<file path="src/rtl/trail_pkg.sv">
// rtl/trail_pkg.sv - shared constants, state encoding and per-slot ageing for the trail store
package trail_pkg;

  localparam int N_TRAIL  = 41;
  localparam int MAX_LIFE = 10;
  localparam int DRIFT_X  = 4;

  localparam logic [1:0] GM_START = 2'b00;
  localparam logic [1:0] GM_GAME  = 2'b01;
  localparam logic [1:0] GM_PAUSE = 2'b10;
  localparam logic [1:0] GM_OVER  = 2'b11;

  typedef enum logic [1:0] {IDLE, CLEAR, AGE, SPAWN} trail_state_t;

  typedef struct packed {
    logic [9:0] x;
    logic [3:0] life;
  } slot_age_t;

  // A particle that cannot drift a full step is killed in place so x never wraps.
  function automatic slot_age_t age_slot(input logic [9:0] x, input logic [3:0] life);
    slot_age_t r;
    r.x    = x;
    r.life = life;
    if (life != 4'd0) begin
      if (x < 10'(DRIFT_X)) begin
        r.life = 4'd0;
      end else begin
        r.x    = x - 10'(DRIFT_X);
        r.life = life - 4'd1;
      end
    end
    return r;
  endfunction

endpackage

</file>
<file path="src/rtl/trail_scheduler.sv">
// rtl/trail_scheduler.sv - per-frame serial update of the trail particle store
// Sole writer of trail_x/trail_y/trail_life; one slot is touched per clock during a pass.
module trail_scheduler
  import trail_pkg::*;
#(
  parameter int SPAWN_DIV   = 2,
  parameter int PLAYER_X    = 160,
  parameter int PLAYER_SIZE = 40
) (
  input  logic                      clk,
  input  logic                      rst,
  input  logic                      frame_tick,
  input  logic [1:0]                gamemode,
  input  logic [8:0]                player_y,
  output logic [N_TRAIL-1:0][9:0]   trail_x,
  output logic [N_TRAIL-1:0][8:0]   trail_y,
  output logic [N_TRAIL-1:0][3:0]   trail_life,
  output logic                      busy,
  output logic                      overrun
);

  localparam int CW = (SPAWN_DIV > 1) ? $clog2(SPAWN_DIV) : 1;

  trail_state_t state, state_nxt;
  logic [5:0]    idx;
  logic [5:0]    wr_ptr;
  logic [CW-1:0] spawn_cnt;
  logic [1:0]    mode_l;
  logic [8:0]    py_l;

  logic          last;
  logic          spawn_hit;
  slot_age_t     aged;

  logic          wr_en;
  logic [5:0]    wr_idx;
  logic [9:0]    wr_x;
  logic [8:0]    wr_y;
  logic [3:0]    wr_life;

  assign last      = (idx == 6'(N_TRAIL - 1));
  assign spawn_hit = (spawn_cnt == CW'(SPAWN_DIV - 1));
  assign busy      = (state != IDLE);

  always_comb begin
    state_nxt = state;
    wr_en     = 1'b0;
    wr_idx    = idx;
    wr_x      = trail_x[idx];
    wr_y      = trail_y[idx];
    wr_life   = trail_life[idx];
    aged      = age_slot(trail_x[idx], trail_life[idx]);

    case (state)
      IDLE: begin
        if (frame_tick) begin
          case (gamemode)
            GM_START:         state_nxt = CLEAR;
            GM_GAME, GM_OVER: state_nxt = AGE;
            default:          state_nxt = IDLE;
          endcase
        end
      end

      CLEAR: begin
        wr_en   = 1'b1;
        wr_x    = 10'd0;
        wr_y    = 9'd0;
        wr_life = 4'd0;
        if (last) state_nxt = IDLE;
      end

      AGE: begin
        wr_en   = (trail_life[idx] != 4'd0);
        wr_x    = aged.x;
        wr_life = aged.life;
        if (last) state_nxt = (mode_l == GM_GAME) ? SPAWN : IDLE;
      end

      SPAWN: begin
        // The oldest slot is recycled whether or not it is still alive.
        if (spawn_hit) begin
          wr_en   = 1'b1;
          wr_idx  = wr_ptr;
          wr_x    = 10'(PLAYER_X);
          wr_y    = py_l + 9'(PLAYER_SIZE / 2);
          wr_life = 4'(MAX_LIFE);
        end
        state_nxt = IDLE;
      end

      default: state_nxt = IDLE;
    endcase
  end

  always_ff @(posedge clk) begin
    if (rst) begin
      state      <= IDLE;
      idx        <= 6'd0;
      wr_ptr     <= 6'd0;
      spawn_cnt  <= '0;
      mode_l     <= GM_START;
      py_l       <= 9'd0;
      overrun    <= 1'b0;
      trail_x    <= '0;
      trail_y    <= '0;
      trail_life <= '0;
    end else begin
      state <= state_nxt;

      if (wr_en) begin
        trail_x[wr_idx]    <= wr_x;
        trail_y[wr_idx]    <= wr_y;
        trail_life[wr_idx] <= wr_life;
      end

      if (frame_tick && (state != IDLE)) overrun <= 1'b1;

      case (state)
        IDLE: begin
          idx <= 6'd0;
          if (frame_tick) begin
            mode_l <= gamemode;
            py_l   <= player_y;
          end
        end

        CLEAR: begin
          idx <= last ? 6'd0 : idx + 6'd1;
          if (last) begin
            wr_ptr    <= 6'd0;
            spawn_cnt <= '0;
          end
        end

        AGE: idx <= last ? 6'd0 : idx + 6'd1;

        SPAWN: begin
          if (spawn_hit) begin
            wr_ptr    <= (wr_ptr == 6'(N_TRAIL - 1)) ? 6'd0 : wr_ptr + 6'd1;
            spawn_cnt <= '0;
          end else begin
            spawn_cnt <= spawn_cnt + CW'(1);
          end
        end

        default: idx <= 6'd0;
      endcase
    end
  end

endmodule
</file>
<file path="config.mk">
export PLATFORM = sky130hd
export DESIGN_NAME = trail_scheduler
export DESIGN_NICKNAME = d
export VERILOG_FILES = /design/src/rtl/trail_pkg.sv /design/src/rtl/trail_scheduler.sv
export SDC_FILE = /design/constraint.sdc
export NUM_CORES = 2
export LEC_CHECK = 0
export CORE_AREA = 2 2 370 372
export CTS_CLUSTER_DIAMETER = 200
export DETAILED_ROUTE_END_ITERATION = 8
export DIE_AREA = 0 0 372 374
export SYNTH_ARGS = -nofsm -noshare
export SYNTH_HDL_FRONTEND = slang
export SYNTH_SLANG_ARGS = --single-unit
</file>
<file path="constraint.sdc">
create_clock -name clk -period 4.9 [get_ports clk]
set_clock_uncertainty 0.15 [all_clocks]
set_input_delay 1.47 -clock clk [delete_from_list [all_inputs] [get_ports clk]]
set_output_delay 1.47 -clock clk [all_outputs]
set_load 0.005 [all_outputs]
</file>
# [After elaboration in Yosys (flattened, before gate mapping)]
# Cells that the tools add are included.
[op_classes] n_lt_le_gt_ge=4 muxes=43 eq_ne=12 n_reduce_logical=14 add_sub_neg=6
[op_table] operator="410-bit bitwise mux" n=1
[op_table] operator="369-bit bitwise mux" n=1
[op_table] operator="164-bit bitwise mux" n=1
[op_table] operator="10-bit binary-select mux with 6-bit select" n=1
[op_table] operator="10-bit demux with 6-bit select" n=1
[op_table] operator="9-bit binary-select mux with 6-bit select" n=1
[op_table] operator="9-bit demux with 6-bit select" n=1
[op_table] operator="10-bit 2-to-1 mux" n=4
[op_table] operator="6-bit 2-to-1 mux" n=6
[op_table] operator="10-bit case mux with 3 select lines" n=1
[op_table] operator="9-bit 2-to-1 mux" n=3
[op_table] operator="4-bit binary-select mux with 6-bit select" n=1
[op_table] operator="4-bit demux with 6-bit select" n=1
[op_table] operator="6-bit case mux with 2 select lines" n=2
[op_table] operator="9-bit case mux with 2 select lines" n=1
[op_table] operator="4-bit 2-to-1 mux" n=4
[op_table] operator="6-bit by 7-bit less-than comparator with 1-bit output, second input constant" n=2
[op_table] operator="14-bit 2-to-1 mux" n=1
[op_table] operator="6-bit by 1-bit adder with 6-bit output, second input constant" n=2
[op_table] operator="6-bit equality test, second input constant" n=2
[op_table] operator="4-bit case mux with 3 select lines" n=1
[op_table] operator="10-bit by 3-bit less-than comparator with 1-bit output, second input constant" n=1
[op_table] operator="10-bit by 3-bit subtractor with 10-bit output, second input constant" n=1
[op_table] operator="9-bit by 5-bit adder with 9-bit output, second input constant" n=1
[op_table] operator="other kinds (19)" n=38
[totals] output_inout_bits=945 ff_bits=970 in_bits=14 elab_cells=209

# [Logic depth before layout (Yosys ltp)]
[logic_depth] ltp_word=7 depth_mapped=23 ltp_nobuf=13

# [Worst setup path before layout]
# OpenSTA, ideal clock, no wires.
[synth_timing] path_type="reg2reg" from="register idx[1]" to="register trail_life[114] (netlist bit)" path_stages_with_launch=21 t_arrival_ps=4473 setup_ps=78 t_required_ps=4672 path_buffers=9 period_less_slack_ps=4701 setup_slack_ps=199 cell_sequence="dfxtp_1 > buf_2 > buf_4 > buf_6 > buf_6 > buf_2 > buf_2 > mux4_2 > mux4_2 > o31a_1 > nor3b_2 > ha_1 > and2_1 > nand4b_1 > buf_2 > a41oi_2 > buf_2 > or2_2 > clkbuf_1 > nor2_1 > nor3_1"
[synth_via] elab_chain_len=7
[synth_rtl] item="start: declaration" line="trail_scheduler.sv:25" text="logic [5:0] idx;"
[synth_rtl] item="start signal: assignment" line="trail_scheduler.sv:129" text="idx <= last ? 6'd0 : idx + 6'd1;"
[synth_rtl] item="start signal: assignment" line="trail_scheduler.sv:136" text="AGE: idx <= last ? 6'd0 : idx + 6'd1;"
[synth_rtl] item="10-bit binary-select mux with 6-bit select (tied with other cells)" line="trail_scheduler.sv:52" text="aged = age_slot(trail_x[idx], trail_life[idx]);"
[synth_rtl] item="10-bit 2-to-1 mux (not written as such) (tied with other cells)" line="trail_scheduler.sv:52"
[synth_rtl] item="10-bit by 3-bit less-than comparator with 1-bit output (tied with other cells)" line="trail_pkg.sv:26" text="if (x < 10'(DRIFT_X)) begin"
[synth_rtl] item="4-bit 2-to-1 mux or 1-bit logical AND (tied branches)" line="trail_pkg.sv:26, trail_scheduler.sv:114"
[synth_rtl] item="14-bit 2-to-1 mux or 4-bit 2-to-1 mux (tied branches)" line="trail_pkg.sv:25, trail_scheduler.sv:114"
[synth_rtl] item="4-bit case mux with 3 select lines or 4-bit demux with 6-bit select (tied branches)" line="trail_scheduler.sv:54, trail_scheduler.sv:114"
[synth_rtl] item="164-bit bitwise mux" line="trail_scheduler.sv:114" text="trail_life[wr_idx] <= wr_life;"
[synth_rtl] item="end signal: indexed assignment" line="trail_scheduler.sv:114"
[synth_rtl] item="end: declaration" line="trail_scheduler.sv:17" text="output logic [N_TRAIL-1:0][3:0] trail_life,"
# Several ways; a longest one is shown, not always the timed one. The select of a mux whose other input is x is not followed.
# A chain may end at the register's enable or synchronous reset.

# [Worst setup path in the final report]
[layout_timing] from="register idx[0]" to="register trail_y[187] (netlist bit)"
[layout_via] elab_chain_len=7
[layout_rtl] item="6-bit 2-to-1 mux" line="trail_scheduler.sv:82" text="if (spawn_hit) begin"
[layout_rtl] item="6-bit 2-to-1 mux" line="trail_scheduler.sv:54" text="case (state)"
[layout_rtl] item="6-bit by 7-bit less-than comparator with 1-bit output (not written as such) or 6-bit by 1-bit greater-or-equal comparator with 1-bit output (tied branches)" line="trail_scheduler.sv:113" text="trail_y[wr_idx] <= wr_y;"
[layout_rtl] item="1-bit logical AND (not written as such)" line="trail_scheduler.sv:113"
[layout_rtl] item="9-bit 2-to-1 mux (not written as such)" line="trail_scheduler.sv:113"
[layout_rtl] item="9-bit demux with 6-bit select" line="trail_scheduler.sv:113"
[layout_rtl] item="369-bit bitwise mux" line="trail_scheduler.sv:113"
[layout_rtl] item="end signal: indexed assignment" line="trail_scheduler.sv:113"
[layout_rtl] item="end: declaration" line="trail_scheduler.sv:16" text="output logic [N_TRAIL-1:0][8:0] trail_y,"
# Several ways; a longest one is shown, not always the timed one. The select of a mux whose other input is x is not followed.

==> results.cfg <==
[outcome]
status = finished, final reports clean

[cts]
root_buffer = clkbuf_16
clk_pin_slew_worst_paths_ps = 70
cts_hold_buf = 0
clock_latency_ps = 730
htreeDepth = 3
clock_path_buffers = 3
cts.sinks = 970
cts_tree = done
cts_buffers = 108

[placed_design]
io_buffers = 958
pre_cts_ws_ps = -90.2
dpl_cell_area_um2 = 54000
hpwl_um = 153000
gp_congestion = 0.901

[synthesis]
synth_cells = 4423
ys.flop_type = dfxtp_1
synth_area_per_cell_um2 = 9.57
syn-num-nets = 4449
ys_seq_elements = 970
synth_cell_type_count = 87
ys_warn_count = 0
yosys.area.top_type = dfxtp_1
async_flop_share_pct = 0
synth_top_cell_area_share_pct = 45.9
synth_seq_area_share_pct = 45.9
synth-edff-count = 0
synth_area_leaders = dfxtp_1 (46%), a211oi_1 (11%), mux4_2 (11%)
syn-cell-area_um2 = 42300

[power_and_ir_drop]
seq_power_share_pct = 35.8
swShare_pct = 34.6
powerDensity_nw_per_um2 = 400
leakage_uw = 0.0181
power.total_uw = 23100
combinationalPowerShare_pct = 27.8
ir_drop_mv = 0.277
internal-power_uw = 15100
p_sw_uw = 7990
clkPwrFrac_pct = 36.4

[timing]
period_share_pct = 96.8
timing.setup.tns_ps = 0
setup_ws_ps = 156
rsz0062_at_grt = yes
worst-slew-pin-transition_ps = 1310
slew_headroom_pct = 12.6
finalSetupViolations = 0
fmax_ghz = 0.211
slew_viol_final = 0
min_period_ps = 4740
hold_violations = 0

[grt]
use_met2_pct = 45.6
grt_usage_pct = 28.6
grt_max_degree = 174
antenna_found_initial = 15
grtUsageMet3_pct = 7.40
gr-total-overflow = 0
grt_use_met1_pct = 37.0
busiest_layer = met2
grt_pass1_wl_um = 288000
grt_pass1_vias = 36700

[critical_path]
timing.critical_path.to_type = flip-flop
crit_fanout = 22
crit_path_start = idx[0]
r2r_start = idx[0]
reg2reg_slack_ps = 160
path_class = flip-flop to flip-flop
critPathLaunchType = flip-flop
crit_required_ps = 5360
worst_ep_arrival_time_ps = 5210

[floorplanning]
fp.dieW_um = 372
fp.dieArea_um2 = 139000
ios = 959
core_um2 = 135000
start_util_pct = 31.4
die_h_um = 374
fp-row-count = 135

[finish]
stdcell_area_um2 = 57600
n_fill_cell = 13100
final_common_cell = dfxtp_1
area_delta_synth_final_pct = 36.2
fin_util_pct = 42.7
multi_input_area_um2 = 20900
drive_gt1_share_pct = 13.6
fin_nets = 5244
seq_area_um2 = 19400
final_cell_mix = dfxtp_1 (966), nor2_1 (960), clkdlybuf4s50_1 (957)

[drt]
postRouteAntennaNets = 0
drt-total-wl_um = 208000
firstDrtPassIters = 6
drc_errors = 0
drt_iter0_drc = 4273
wl_per_cell_um = 29.4
via_per_inst = 5.57
vias = 39500

[worst_hold_path]
hp-class = flip-flop to flip-flop
hold_start = mode_l[0]

[flow_run]
drv_cap = 0
[final timing paths]
kind                                     end  cells after the start
worst max-delay path            trail_y[187]                     15
worst min-delay path               mode_l[0]                      2
worst max register to register  trail_y[187]                     15
worst min register to register     mode_l[0]                      2
[kinds of logic after synthesis]
family	Yosys count	share of synthesized area, %
buffers and inverters	471	5.61
adders and majority gates	12	0.355
muxes	362	14.8
xor gates and xnor gates	15	0.310
and+or+nand+nor	1586	15.7
DFF	970	45.9
AOI/OAI and AO/OA	1007	17.3
[power by group through the flow]
| stage | Sequential [µW] | Combinational, µW | Clock, µW |
|---|---|---|---|
| finish | 8260 | 6400 | 8400 |
| detailed placement | 8420 | 6310 | 0 |
| global placement | 8420 | 6290 | 0 |
| CTS | 8250 | 6350 | 8480 |
| floorplan | 8330 | 3880 | 0 |
| global route | 8270 | 6700 | 8810 |
[layout make-up]
| cell class | count | share of cell area (%) |
|---|---|---|
| multi-input cells | 2983 | 36.2 |
| flip-flops and latches | 970 | 33.7 |
| repair buffers | 1139 | 19.8 |
| clock buffers | 162 | 5.48 |
| well taps | 1781 | 3.87 |
| clock inverters | 32 | 0.775 |
| inverters | 16 | 0.104 |
| diodes | 4 | 0.0174 |
[state kept, by name, summed over array words and instances, names as in the netlist]
name        count
spawn_cnt       1
state           2
trail_life    164
py_l            9
overrun         1
trail_y       369
wr_ptr          6
trail_x       410
idx             6
mode_l          2
[synth_stat cells (5+ instances only)]
library cell,instances
xor2_1,7
buf_2,185
mux4_1,8
a211oi_2,42
o21ai_0,62
a22oi_2,8
inv_1,14
o22ai_1,11
ha_1,12
mux2i_1,148
nand2_2,5
mux4_2,201
a31o_2,9
a22oi_1,23
and2_1,12
clkbuf_1,196
nand4_1,6
nor2_2,38
or2_2,22
nand2b_1,6
nand2_1,271
nor3_1,124
dfxtp_1,970
xnor2_1,8
and3_1,5
buf_6,18
a21oi_1,131
mux2_2,5
nand3_1,96
a211oi_1,618
nor2_1,966
a41o_1,8
o21ai_1,46
nor2b_1,7
buf_4,34
buf_1,6
[worst max-delay path, cell delays in order (launching register included)]
cell and delay [ps]:
dfxtp_4 500, buf_12 250, mux4_2 540, mux2i_2 300, nor2_1 150, o31a_1 310
nor3b_2 330, ha_1 250, and2_1 170, nand4b_1 110, buf_4 220, a41oi_2 160
buf_4 320, nor2_4 220, buf_4 300, a211oi_1 290
[through the flow]
| step | hold WS [ps] | instances |
|---|---|---|
| floorplan | 282 | 4423 |
| detailed placement | 300 | 6884 |
| CTS | 307 | 7082 |
| global placement | 295 | 6884 |
| finish | 305 | 7087 |
| global route | 325 | 7083 |
[repair_timing]
| item | CTS | global route |
|---|---|---|
| buffers inserted | 4 | 0 |
| resized for setup | 0 | 9 |
| gates cloned | 0 | 1 |
| endpoints found under the setup margin | 81 | 288 |
[routing by layer]
metal / vias to the layer above / wire length [µm] / share of wire [%]
met5: - / 99 / 0.048
met3: 400 / 18700 / 9.0
met2: 1906 / 95500 / 46
met4: 16 / 9150 / 4.4
met1: 19600 / 84600 / 41
li1: 17600 / - / -
Power figures use the tool's default switching activity.
